[src/rtl/chk4_symbol_tx.sv]
// Transmit side of the 4-bit check-symbol link: buffers 3-bit payloads, prepends the check bit
// and serialises each symbol MSB-first on a valid/ready bit stream with an idle gap.
module chk4_symbol_tx #(
  parameter int unsigned FIFO_DEPTH = 4,
  parameter int unsigned GAP_CYCLES = 1,
  parameter int unsigned CNT_W      = 16
) (
  input  logic                          clk,
  input  logic                          rst,
  input  logic                          in_valid,
  output logic                          in_ready,
  input  logic [2:0]                    in_data,
  output logic                          tx_valid,
  input  logic                          tx_ready,
  output logic                          tx_bit,
  output logic                          tx_sof,
  output logic                          tx_eof,
  output logic [CNT_W-1:0]              sym_count,
  output logic [$clog2(FIFO_DEPTH):0]   fifo_level
);

  localparam int unsigned AW = $clog2(FIFO_DEPTH);
  localparam int unsigned LW = AW + 1;
  localparam int unsigned GW = (GAP_CYCLES < 2) ? 1 : $clog2(GAP_CYCLES);
  localparam logic [GW-1:0] GapLast = GW'((GAP_CYCLES == 0) ? 0 : GAP_CYCLES - 1);

  typedef enum logic [1:0] {StIdle, StShift, StGap} state_e;

  state_e          state_q, state_d;
  logic [2:0]      mem_q [FIFO_DEPTH];
  logic [AW-1:0]   wr_ptr_q, rd_ptr_q;
  logic [LW-1:0]   level_q;
  logic [3:0]      sh_q, sh_d;
  logic [1:0]      idx_q, idx_d;
  logic [GW-1:0]   gap_q, gap_d;
  logic [CNT_W-1:0] cnt_q, cnt_d;
  logic            push, pop, empty, full, try_load;
  logic [2:0]      head;
  logic            head_chk;

  assign full       = (level_q == LW'(FIFO_DEPTH));
  assign empty      = (level_q == '0);
  assign in_ready   = ~rst & ~full;
  assign push       = in_valid & in_ready;
  assign head       = mem_q[rd_ptr_q];
  // Check bit is set when at most one payload bit is high
  assign head_chk   = ~((head[2] & head[1]) | (head[2] & head[0]) | (head[1] & head[0]));
  assign sym_count  = cnt_q;
  assign fifo_level = level_q;

  always_comb begin
    state_d  = state_q;
    sh_d     = sh_q;
    idx_d    = idx_q;
    gap_d    = gap_q;
    cnt_d    = cnt_q;
    pop      = 1'b0;
    try_load = 1'b0;
    tx_valid = 1'b0;
    tx_bit   = 1'b0;
    tx_sof   = 1'b0;
    tx_eof   = 1'b0;
    unique case (state_q)
      StIdle: try_load = 1'b1;
      StShift: begin
        tx_valid = 1'b1;
        tx_bit   = sh_q[3];
        tx_sof   = (idx_q == 2'd0);
        tx_eof   = (idx_q == 2'd3);
        if (tx_ready) begin
          sh_d  = {sh_q[2:0], 1'b0};
          idx_d = idx_q + 2'd1;
          if (idx_q == 2'd3) begin
            cnt_d = cnt_q + CNT_W'(1);
            if (GAP_CYCLES > 0) begin
              state_d = StGap;
              gap_d   = '0;
            end else begin
              try_load = 1'b1;
            end
          end
        end
      end
      StGap: begin
        // The last gap cycle already pops, so the next sof follows exactly GAP_CYCLES idles
        if (gap_q == GapLast) try_load = 1'b1;
        else gap_d = gap_q + GW'(1);
      end
      default: state_d = StIdle;
    endcase
    if (try_load) begin
      if (!empty) begin
        pop     = 1'b1;
        sh_d    = {head_chk, head};
        idx_d   = 2'd0;
        state_d = StShift;
      end else begin
        state_d = StIdle;
      end
    end
  end

  always_ff @(posedge clk) begin
    if (rst) begin
      state_q  <= StIdle;
      sh_q     <= '0;
      idx_q    <= '0;
      gap_q    <= '0;
      cnt_q    <= '0;
      wr_ptr_q <= '0;
      rd_ptr_q <= '0;
      level_q  <= '0;
    end else begin
      state_q <= state_d;
      sh_q    <= sh_d;
      idx_q   <= idx_d;
      gap_q   <= gap_d;
      cnt_q   <= cnt_d;
      if (push) wr_ptr_q <= wr_ptr_q + AW'(1);
      if (pop)  rd_ptr_q <= rd_ptr_q + AW'(1);
      case ({push, pop})
        2'b10:   level_q <= level_q + LW'(1);
        2'b01:   level_q <= level_q - LW'(1);
        default: level_q <= level_q;
      endcase
    end
  end

  always_ff @(posedge clk) begin
    if (push) mem_q[wr_ptr_q] <= in_data;
  end

endmodule

[config.mk]
export PLATFORM = sky130hd
export DESIGN_NAME = chk4_symbol_tx
export DESIGN_NICKNAME = d
export VERILOG_FILES = /design/src/rtl/chk4_symbol_tx.sv
export SDC_FILE = /design/constraint.sdc
export NUM_CORES = 1
export LEC_CHECK = 0
export CAP_MARGIN = 20
export CELL_PAD_IN_SITES_DETAIL_PLACEMENT = 1
export CELL_PAD_IN_SITES_GLOBAL_PLACEMENT = 2
export CORE_MARGIN = 8
export CORE_UTILIZATION = 34
export DETAILED_ROUTE_END_ITERATION = 10
export PLACE_DENSITY = 0.78
export SLEW_MARGIN = 5
export SYNTH_ARGS = -nofsm -noshare
export SYNTH_HDL_FRONTEND = slang
export SYNTH_SLANG_ARGS = --single-unit
[constraint.sdc]
create_clock -name clk -period 3.55 [get_ports clk]
set_clock_uncertainty 0.1 [all_clocks]
set_input_delay 1.065 -clock clk [delete_from_list [all_inputs] [get_ports clk]]
set_output_delay 1.065 -clock clk [all_outputs]
set_load 0.01 [all_outputs]
Word-level counts from Yosys, hierarchy flattened
Memory sizes are Yosys's and may differ from the RTL's. A register that Yosys moved wholly into a read port is not among the register bits. Cells that the tools add are included.

Input bits: 7. Memories: 1. Output and inout bits: 24. Logic and storage cells: 76. Flip-flop bits (word level): 32. RAM bits: 12.

Equal/unequal tests: 11. Add/sub/neg operators: 7. Multiplexer cells: 30. Bitwise gates (word level): 10. Reduce and logical (&&, ||, !) cells: 9.

Memory list: mem_q (words 4, bits a word 3, rd ports 1, clocked after Yosys merged registers in 1, wr ports 1, RTL line 30) `logic [2:0] mem_q [FIFO_DEPTH];`.

Operators by type and width (number): $mux 2 (9); $add 16x1->16 const B (1); $mux 4 (4); $mux 1 (13); $reduce_and 3->1 (3); $add 2x1->2 const B (3); $eq 2x2->1 const B (3); $ne 3x3->1 const B (2); $pmux 3 s2 (1); $and 1x1->1 (5); $eq 2x1->1 const B (2); $logic_not 2->1 (2); $ne 2x2->1 const B (2); $pmux 1 s2 (2); $pmux 2 s2 (1); $reduce_bool 2->1 (2); $add 3x1->3 const B (1); $eq 3x3->1 const B (1); $logic_not 3->1 (1); $not 1->1 (3); $sub 3x1->3 const B (1); $ne 2x1->1 const B (1); $or 1x1->1 (2); $reduce_or 2->1 (1); $add 1x1->1 const B (1).

Depth between registers and ports, before layout
Depth after elaboration: 6. Mapped depth: 9. Mapped depth without buffers: 8.

Worst setup path after synthesis
No wires, ideal clock.

Path type: input to register. Start point: input port rst. End point: register level_q[2] (netlist: fifo_level[2]). Stages on the path: 8. Arrival: 2.972 ns. Path buffers: 1. Required time: 3.380 ns. Slack: 0.407 ns. Library setup time: 0.070 ns. Cell sequence: clkbuf_1 -> a211oi_1 -> inv_1 -> ha_1 -> fa_1 -> xnor2_1 -> or3_1 -> a21oi_1.

Longest elaborated chain between the ends: 5. Elaborated cells on any way between the ends: 7. Classes of those cells: eq/ne (2); mux (1); bitwise (3); reduce/logical (1).

RTL lines: start: declaration (RTL line 9) `input logic rst,`; $not 1->1 (RTL line 43) `assign in_ready = ~rst & ~full;`; $and 1x1->1 (RTL line 43); $and 1x1->1 (RTL line 44) `assign push = in_valid & in_ready;`; $eq 2x1->1 or $eq 2x2->1 (tied branches) (RTL line 121) `case ({push, pop})`; $pmux 3 s2 or $reduce_bool 2->1 (tied branches); end signal: assignment (RTL line 122) `2'b10: level_q <= level_q + LW'(1);`; end signal: assignment (RTL line 123) `2'b01: level_q <= level_q - LW'(1);`; end signal: assignment (RTL line 124) `default: level_q <= level_q;`; end: declaration (RTL line 32) `logic [LW-1:0] level_q;`.

Parallel ways exist; a longest one is shown, timed or not. A chain may end at the register's enable or synchronous reset.

Final worst setup path
Start point: input port rst. End point: output port in_ready.

Longest elaborated chain between the ends: 2.

RTL lines: $not 1->1 (RTL line 43); $and 1x1->1 (RTL line 43); end: declaration (RTL line 11) `output logic in_ready,`.

No other way between the ends.

==> impl_metrics.env <==
export IMPL_status="finished, final reports clean"
export IMPL_die_x_um=92.4
export IMPL_hold_ws_ns=0.389
export IMPL_required_ns=2.38
export IMPL_drc=0
export IMPL_ys_warn_count=0
export IMPL_grt_pass1_vias=1431
export IMPL_final_cell_mix="33 x dfxtp_1, 30 x clkdlybuf4s50_1, 19 x nor2_1"
export IMPL_antenna_found_initial=0
export IMPL_die_h_um=92.4
export IMPL_synth_area_um2=1990
export IMPL_hold_path_class="reg2reg"
export IMPL_finalMaxSlewViolations=0
export IMPL_setup_tns_ns=0
export IMPL_clockRootBuffer="clkbuf_8"
export IMPL_fin_area_um2=2500
export IMPL_place_congestion=0.693
export IMPL_antenna_left=0
export IMPL_dpl_cell_area_um2=2380
export IMPL_synth_fp_nets=207
export IMPL_async_reset_ff_share_pct=0
export IMPL_routedWlPerCell_um=14.3
export IMPL_ios=31
export IMPL_grt_setup_unrepaired="no"
export IMPL_slew_headroom_pct=76.8
export IMPL_postCtsSetupRepairBufs=0
export IMPL_startpoint_type="input port"
export IMPL_clkSinkCount=45
export IMPL_diodes=0
export IMPL_core_area_um2=5780
export IMPL_tightest_slew_ns=0.343
export IMPL_min_period_ns=3.39
export IMPL_area_growth_pct=26.0
export IMPL_fill_cells=673
export IMPL_total_leakage_power_uw=0.000864
export IMPL_drt_iter0_drc=35
export IMPL_grt_max_degree=30
export IMPL_via_count=1476
export IMPL_grt_overflow=0
export IMPL_grt_pass1_wl_um=7220
export IMPL_die_area_um2=8540
export IMPL_synth_flop_cell="dfxtp_1"
export IMPL_yosysSeqAreaShare_pct=51.4
export IMPL_portBuffers=30
export IMPL_start_util_pct=34.4
export IMPL_final_common_cell="dfxtp_1"
export IMPL_p_total_uw=1480
export IMPL_via_per_inst=4.90
export IMPL_htreeDepth=2
export IMPL_min_period_over_period_pct=95.6
export IMPL_arrival_ns=2.23
export IMPL_grt_usage_pct=10.5
export IMPL_ir_worst_vdd_mv=0.313
export IMPL_drt_total_wl_um=4320
export IMPL_synth_edf_count=12
export IMPL_synth_seq_cells=45
export IMPL_hold_violations=0
export IMPL_ys_types=36
export IMPL_cts_clk_slew_worst_paths_ns=0.09
export IMPL_dr_pass1_iters=4
export IMPL_hpwl_um=3200
export IMPL_syn_inst=191
export IMPL_insertion_delay_ns=0.30
export IMPL_numCtsBuffers=5
export IMPL_cp_end_kind="output pin"
export IMPL_cts_resized=0
export IMPL_drive_above_1_share_pct=8.41
export IMPL_postCtsHoldBufs=0
export IMPL_cp_max_fo=3
export IMPL_path_class="in2out"
export IMPL_nNetsFinal=241
export IMPL_setup_violations_final=0
export IMPL_fmax_mhz=295
export IMPL_power_density_nw_per_um2=591
export IMPL_cts_buffer_depth=2
export IMPL_num_rows=28
export IMPL_ff2ff_setup_slack_ns=0.99
export IMPL_synth_avg_cell_area_um2=10.4
export IMPL_cts_tree="yes"
export IMPL_maxCapViolCount=0
## state kept, by name, indices dropped and copies added (netlist names), named ones only
| signal | flops |
|---|---|
| state_q | 2 |
| rd_ptr_q | 2 |
| sh_q | 4 |
| sym_count | 16 |
| mem_q | 12 |
| wr_ptr_q | 2 |
| fifo_level | 3 |
| idx_q | 2 |
## worst max-delay path, stage by stage
cell and delay [ns]:
clkdlybuf4s50_1 0.47, a21oi_1 0.14, clkdlybuf4s50_1 0.55
## area by class of cell
cell class	instances	area, µm²	area share (%)
well taps	75	93.8	3.75
clock inverters	3	47.5	1.90
repair buffers	35	338	13.5
inverters	10	37.5	1.50
clock buffers	5	68.8	2.75
flip-flops and latches	45	1020	40.8
multi-input cells	128	895	35.8
## where the power goes
| group | leakage [µW] | switching [µW] | internal (µW) |
|---|---|---|---|
| Combinational | 0.000428 | 212 | 206 |
| Clock | 0.0000591 | 193 | 215 |
| Sequential | 0.000377 | 59.6 | 593 |
## Yosys cell counts, types with 5 or more instances
library cell / instances / area, µm²
clkbuf_1: 6 / 22.5
nor2_1: 19 / 71.3
and2_1: 7 / 43.8
xnor2_1: 12 / 105
dfxtp_1: 33 / 661
edfxtp_1: 12 / 360
or3_1: 6 / 37.5
ha_1: 8 / 100
nand3_1: 6 / 30.0
inv_1: 9 / 33.8
a21oi_1: 12 / 60.1
nand2_1: 14 / 52.6
o31ai_1: 5 / 37.5
## stage by stage
stage	cells	util, %	worst slack (ns)
finish	301	43.3	0.156
global route	301	43.3	0.103
CTS	301	43.3	0.135
detailed placement	293	41.3	0.132
global placement	293	41.3	0.135
floorplan	191	-	0.407
## final timing paths
kind | cells after the start | from | endpoint
setup reg to reg | 8 | fifo_level[0] | fifo_level[2]
hold reg to reg | 2 | sym_count[15] | sym_count[15]
hold / removal | 2 | sym_count[15] | sym_count[15]
setup / recovery | 3 | rst | in_ready
## layer usage
layer | vias up | wire [µm] | global-route usage (%)
li1 | 741 | - | -
met1 | 710 | 2120 | 13.6
met2 | 19 | 1970 | 16.1
met3 | 6 | 164 | 3.16
met4 | 0 | 61 | 3.62
met5 | - | 0 | 0
## kinds of logic after synthesis
kind of cell,count (synthesis),synth area share (%)
compound gates,26,7.94
flops,45,51.4
buf+inv,18,3.53
simple gates,73,20.0
xor+xnor,14,6.18
fa+ha+maj,10,6.55
mux,5,4.41
(Power assumes the default switching activity.)
